[config.mk]
export PLATFORM = sky130hd
export DESIGN_NAME = cart_sram_backup
export DESIGN_NICKNAME = d
export VERILOG_FILES = /design/src/rtl/cart_sram_backup.sv
export SDC_FILE = /design/constraint.sdc
export NUM_CORES = 1
export LEC_CHECK = 0
export BUFFER_PORTS_ARGS = -buffer_cell sky130_fd_sc_hd__buf_2
export CORE_MARGIN = 3
export CORE_UTILIZATION = 39
export CTS_CLUSTER_SIZE = 8
export DETAILED_ROUTE_END_ITERATION = 7
export PLACE_DENSITY = 0.83
export SYNTH_ARGS = -nofsm -noshare
export SYNTH_HDL_FRONTEND = slang
export SYNTH_SLANG_ARGS = --single-unit
[constraint.sdc]
create_clock -name clk -period 5.05 [get_ports clk]
set_clock_uncertainty 0.2 [all_clocks]
set_input_delay 0.505 -clock clk [delete_from_list [all_inputs] [get_ports clk]]
set_output_delay 0.505 -clock clk [all_outputs]
set_load 0.01 [all_outputs]
[src/rtl/cart_sram_backup.sv]
// cart_sram_backup: copies cart battery SRAM to/from the HPS save image,
// one 512-byte sector at a time; owns the SRAM port whenever busy.
`timescale 1ns/1ps
module cart_sram_backup #(
   parameter int          SRAM_AW  = 13,
   parameter logic [31:0] LBA_BASE = 32'd0
) (
   input  logic               clk,
   input  logic               reset_n,
   input  logic               load_req,
   input  logic               save_req,
   input  logic               cpu_sram_wr,
   output logic               busy,
   output logic               dirty,
   output logic [31:0]        sd_lba,
   output logic               sd_rd,
   output logic               sd_wr,
   input  logic               sd_ack,
   input  logic [8:0]         sd_buff_addr,
   input  logic [7:0]         sd_buff_dout,
   input  logic               sd_buff_wr,
   output logic [7:0]         sd_buff_din,
   output logic [SRAM_AW-1:0] sram_addr,
   output logic [7:0]         sram_wdata,
   output logic               sram_we,
   input  logic [7:0]         sram_rdata
);

   localparam int SW = SRAM_AW - 9;

   typedef enum logic [1:0] {
      IDLE,
      REQ,
      XFER,
      NEXT
   } state_t;

   state_t        state;
   logic          mode_load;
   logic [SW-1:0] sector;
   logic          ack_q;
   logic          last_sec;
   logic          in_xfer;

   assign last_sec = &sector;
   assign in_xfer  = (state == XFER) && sd_ack;
   assign busy     = (state != IDLE);

   assign sd_lba = LBA_BASE
                 + {{(32-SW){1'b0}}, sector};

   // HPS address steers SRAM only inside the ack window
   assign sram_addr  = in_xfer
                     ? {sector, sd_buff_addr}
                     : {sector, 9'd0};
   assign sram_wdata = sd_buff_dout;
   assign sram_we    = in_xfer && mode_load
                     && sd_buff_wr;

   // SRAM read latency alone gives the 1-clk byte delay
   assign sd_buff_din =
      (state == XFER && !mode_load)
      ? sram_rdata : 8'd0;

   always_ff @(posedge clk or negedge reset_n) begin
      if (!reset_n) begin
         state     <= IDLE;
         mode_load <= 1'b0;
         sector    <= '0;
         ack_q     <= 1'b0;
         sd_rd     <= 1'b0;
         sd_wr     <= 1'b0;
         dirty     <= 1'b0;
      end else begin
         ack_q <= sd_ack;

         // a CPU write always beats the completion clear
         if (cpu_sram_wr)
            dirty <= 1'b1;
         else if (state == NEXT && last_sec)
            dirty <= 1'b0;

         unique case (state)
            IDLE: begin
               if (load_req) begin
                  mode_load <= 1'b1;
                  sector    <= '0;
                  sd_rd     <= 1'b1;
                  state     <= REQ;
               end else if (save_req) begin
                  mode_load <= 1'b0;
                  sector    <= '0;
                  sd_wr     <= 1'b1;
                  state     <= REQ;
               end
            end
            REQ: begin
               if (sd_ack) begin
                  sd_rd <= 1'b0;
                  sd_wr <= 1'b0;
                  state <= XFER;
               end
            end
            XFER: begin
               if (ack_q && !sd_ack)
                  state <= NEXT;
            end
            NEXT: begin
               if (last_sec) begin
                  state <= IDLE;
               end else begin
                  sector <= sector + SW'(1);
                  sd_rd  <= mode_load;
                  sd_wr  <= !mode_load;
                  state  <= REQ;
               end
            end
            default: state <= IDLE;
         endcase
      end
   end

endmodule

After elaboration in Yosys (flattened, before gate mapping)
Index checks and enable logic that the tools add are counted.

word-level totals
  register bits after elaboration = 11

operators by class
  add/subtract/negate cells = 1
  eq/ne operators = 10
  multiplexer cells = 24
  reduce and logical (&&, ||, !) cells = 20

operators by type and width
  kind                                                                      number
  4-bit two-way mux                                                         3
  1-bit two-way mux                                                         11
  2-bit inequality test (second input constant)                             5
  9-bit two-way mux                                                         1
  2-bit two-way mux                                                         4
  8-bit two-way mux                                                         1
  2-bit case mux with 4 select lines                                        1
  4-bit case mux with 2 select lines                                        1
  4-bit AND reduction                                                       2
  2-bit nonzero test                                                        4
  1-bit logical AND                                                         6
  1-bit case mux with 3 select lines                                        2
  3-bit AND reduction                                                       2
  5-bit AND reduction                                                       1
  4-bit by 1-bit adder with 4-bit output (second input constant)            1
  2-bit equality test (second input constant)                               2
  3-bit inequality test (second input constant)                             1
  3-bit nonzero test                                                        1
  2-bit by 1-bit equality test with 1-bit output (second input constant)    1
  1-bit zero test                                                           2
  2-bit zero test                                                           1
  2-bit by 1-bit inequality test with 1-bit output (second input constant)  1
  2-bit AND reduction                                                       1

Logic depth before layout (Yosys ltp)
  word-level depth = 4
  mapped depth = 6

Least setup slack after synthesis
Ideal clock, no wire load.

  kind = flip-flop to flip-flop
  from = register sector[0]
  to = register sd_wr
  library setup time = 0.128 ns
  data arrival time = 1.775 ns
  data required time = 4.722 ns
  path slack = 2.947 ns
  stages on the path, launching flop included = 7
  clock period less this slack = 2.103 ns
  path through = dfrtp_1 ha_1 and3_1 buf_2 a211o_1 a221oi_2 mux2_1

on the way
  word-level cells in the longest chain between the ends = 3

RTL lines
  what                                    RTL line  source
  start, declared                         40        logic [SW-1:0] sector;
  start signal, assigned                  112       sector <= sector + SW'(1);
  4-bit AND reduction                     45        assign last_sec = &sector;
  2-bit inequality test (no source line)  -
  5-bit AND reduction (no source line)    -
  end signal, assigned                    114       sd_wr <= !mode_load;
  end, declared                           17        output logic sd_wr,

Every way passes these cells.
A chain may end at the register's enable or synchronous reset.

Worst setup path after layout
  from = register state[0]
  to = output port sd_buff_din[6]

on the way
  word-level cells in the longest chain between the ends = 3

RTL lines
  what                    RTL line  source
  start, declared         38        state_t state;
  start signal, assigned  67        state <= IDLE;
  start signal, assigned  89        state <= REQ;
  start signal, assigned  94        state <= REQ;
  2-bit equality test     62        (state == XFER && !mode_load)
  1-bit logical AND       62
  8-bit two-way mux       63        ? sram_rdata : 8'd0;
  end, declared           22        output logic [7:0] sd_buff_din,

Every way passes these cells.

==> results.md <==
- Global Route Usage Sum: 12.2%
- Layout cells sized above 1: 34.9%
- Crit path max fanout: 12
- Core Region: 0.00257 mm2
- Mean Syn Cell Area: 8.46 um2
- Simple-Gate Fraction of Synth Area: 21.4%
- FF-to-FF Start: state[0]$_DFFE_PN0P_
- Clock network power share: 11.5%
- Drt total wl: 2210 um
- Vias in the first global route: 739
- Critical Path Source: state[0]$_DFFE_PN0P_
- Unique masters post-synth: 31
- Status: completed
- Combinational share of power: 59.6%
- Setup Viol. Count Final: 0
- Yosys warns: 0
- Total grt overflow: 0
- P_sw: 246 uW
- Reg2Reg Setup Slack: 2.89 ns
- Port Buffer Count: 53
- Internal power component: 295 uW
- Area growth, synth to finish: 11.4%
- # Max-Cap Violations: 0
- Critical path data arrival time: 1.89 ns
- Largest family of logic cells by synthesized area: buffers and inverters
- Clock latency on the worst-skew pair: 0.28 ns
- Vias/cell: 4.45
- Final ANT Viol Nets: 0
- First DRT Iteration DRCs: 20
- Min-delay src: cpu_sram_wr
- Power density over the cells: 449 mW/mm2
- XOR/XNOR share of the synthesized area: 0%
- Post-Syn Instances: 128
- Multiplexer area fraction after synthesis: 2.08%
- F_max: 385 MHz
- Cts repair resizes: 0
- Tmin final: 2.60 ns
- Max-slew violations: 0
- Fin crit share: 51.4%
- Final Wtd Congestion: 0.770
- Net Sw Frac: 45.5%
- RSZ-0062 raised after global routing: no
- Hold worst-path end: dirty$_DFFE_PN0P_
- Row cnt: 18
- Detail Placement HPWL: 1730 um
- Initial antenna violation count: 0
- Routed len/inst: 11.1 um
- CTS tree: done
- Leak: 0.000732 uW
- Root buf cell: clkbuf_4
- Power consumption: 541 uW
- Worst vdd rail ir drop: 0.000209 V
- Synthesized area: 0.00108 mm2
- Seq cells post-synth: 11
- Reg clk slew, reported paths: 0.07 ns
- Startpoint types: register
- Final #Nets: 209
- Adder-Cell Fraction of Synth Area: 8.09%
- Total clock sinks: 11
- Largest net degree at the start of global routing: 14
- R2R depth: 6
- Post-synthesis compound-gate area fraction: 12.0%
- Endpoints failing hold: 0
- Share of power burned in registers: 28.8%
- Final TNS setup: 0 ns
- Router iterations before antenna repair: 4
- Seq/Total Area, Yosys: 25.4%
- Critical setup path kind: reg2out
- Die ar.: 0.00344 mm2
- Worst R2R End: sector[0]$_DFFE_PN0P_
- CTS buffer count: 3
- Drt drc: 0
- I/O pin total: 98
- CP Capture Type: output port
- Cell depth of the worst hold path: 2
- Htree depth: 1
- First-pass GRT wire length: 3240 um
- Post-CTS setup buffers: 0
- Clk buf depth: 2
- Die Ht: 58.7 um
- Initial Util: 42.2%
- CP required: 4.35 ns
- HP Class: in2reg
- ANT cells: 0
- Die width: 58.7 um
- Vias: 885
worst max-delay path, cell delays in order, from the launching register on:
cell	delay, ns
dfrtp_1	0.41
inv_1	0.17
ha_1	0.35
nor2b_1	0.37
and2_1	0.18
buf_2	0.13
cell type report:
class                   count  area, um2
fillers                   271       1360
multi-input cells          96        577
inverters                   4       15.0
well taps                  30       37.5
flip-flops and latches     11        275
clock buffers               4       26.3
repair buffers             54        275
how the worst max path moves through the flow:
| stage | to | slack, ns |
|---|---|---|
| floorplan | sd_wr$_DFFE_PN0P_ | 2.95 |
| global placement | sd_buff_din[6] | 2.80 |
| finish | sd_buff_din[6] | 2.45 |
| detailed placement | sd_buff_din[6] | 2.76 |
| CTS | sd_buff_din[6] | 2.44 |
| global route | sd_buff_din[5] | 2.23 |
per-stage QoR:
step | worst slack, ns | util (%) | instance area (um2) | std cells | hold slack [ns]
3_5_place_dp | 2.76 | 45.6 | 1170 | 194 | 0.191
2_1_floorplan | 2.95 | - | 1180 | 155 | 0.00941
3_3_place_gp | 2.80 | 45.6 | 1170 | 194 | 0.187
6_report | 2.45 | 47.0 | 1210 | 199 | 0.207
5_1_grt | 2.23 | 47.0 | 1210 | 199 | 0.219
4_1_cts | 2.44 | 47.0 | 1210 | 199 | 0.208
power groups by stage:
stage          clock (uW)  combinational (uW)  sequential (uW)
2_1_floorplan           0                 253              160
3_3_place_gp            0                 312              155
3_5_place_dp            0                 320              156
4_1_cts              63.4                 325              156
5_1_grt              69.5                 363              162
6_report             62.5                 323              156
flip-flops by register name, summed over array words and instances, names as in the netlist:
register	flops
ack_q	1
dirty	1
mode_load	1
sd_rd	1
sd_wr	1
sector	4
state	2
logic make-up after synthesis:
family	after synthesis
buf+inv	48
simple gates	41
compound gates	18
flops	11
fa+ha+maj	7
mux	2
other cells	1
synthesized netlist by cell type:
cell	count	share of area (%)
nor2_1	5	1.7
and2_1	8	4.6
clkbuf_1	3	1.0
a2bb2oi_1	1	0.81
mux2_2	1	1.0
o21ai_0	5	2.3
nand2b_1	2	1.2
o41ai_1	1	0.81
a211oi_1	1	0.69
buf_2	1	0.46
a32oi_1	1	0.81
conb_1	1	0.35
a221oi_2	1	1.4
inv_1	4	1.4
nor2b_1	5	2.9
nand3_1	2	0.92
nand2_1	5	1.7
a22o_1	2	1.6
a22oi_1	1	0.69
and4_1	1	0.81
or2_2	1	0.58
buf_4	40	28
ha_1	7	8.1
mux2_1	1	1.0
dfrtp_1	11	25
a211o_1	1	0.81
nor3_1	1	0.46
and3_1	10	5.8
nor3b_1	1	0.69
a21oi_1	3	1.4
a21o_1	1	0.69
what timing repair did:
item	CTS	global route
hold endpoints to repair	11	0
setup endpoints to repair	0	0
hold buffers	1	0
per-layer routing:
layer | GRT usage (%) | part of all wire, % | vias up
met4 | 8.09 | 2.6 | 0
met2 | 20.6 | 52 | 36
met1 | 14.0 | 37 | 401
met3 | 2.19 | 8.3 | 7
met5 | 0 | 0 | -
li1 | - | - | 441
cells in the final DEF, fill, tap and decap left out, drive strengths merged:
master       instances
a211o                1
a211oi               1
a21o                 1
a21oi                3
a221oi               1
a22o                 2
a22oi                1
a2bb2oi              1
a32oi                1
and2                 8
and3                10
and4                 1
buf                 53
clkbuf               4
conb                28
dfrtp               11
dlygate4sd3          1
ha                   7
inv                  4
mux2                 2
nand2                5
nand2b               2
nand3                2
nor2                 5
nor2b                5
nor3                 1
nor3b                1
o21ai                5
o41ai                1
or2                  1
No activity file was read; power rests on OpenSTA's default activity.
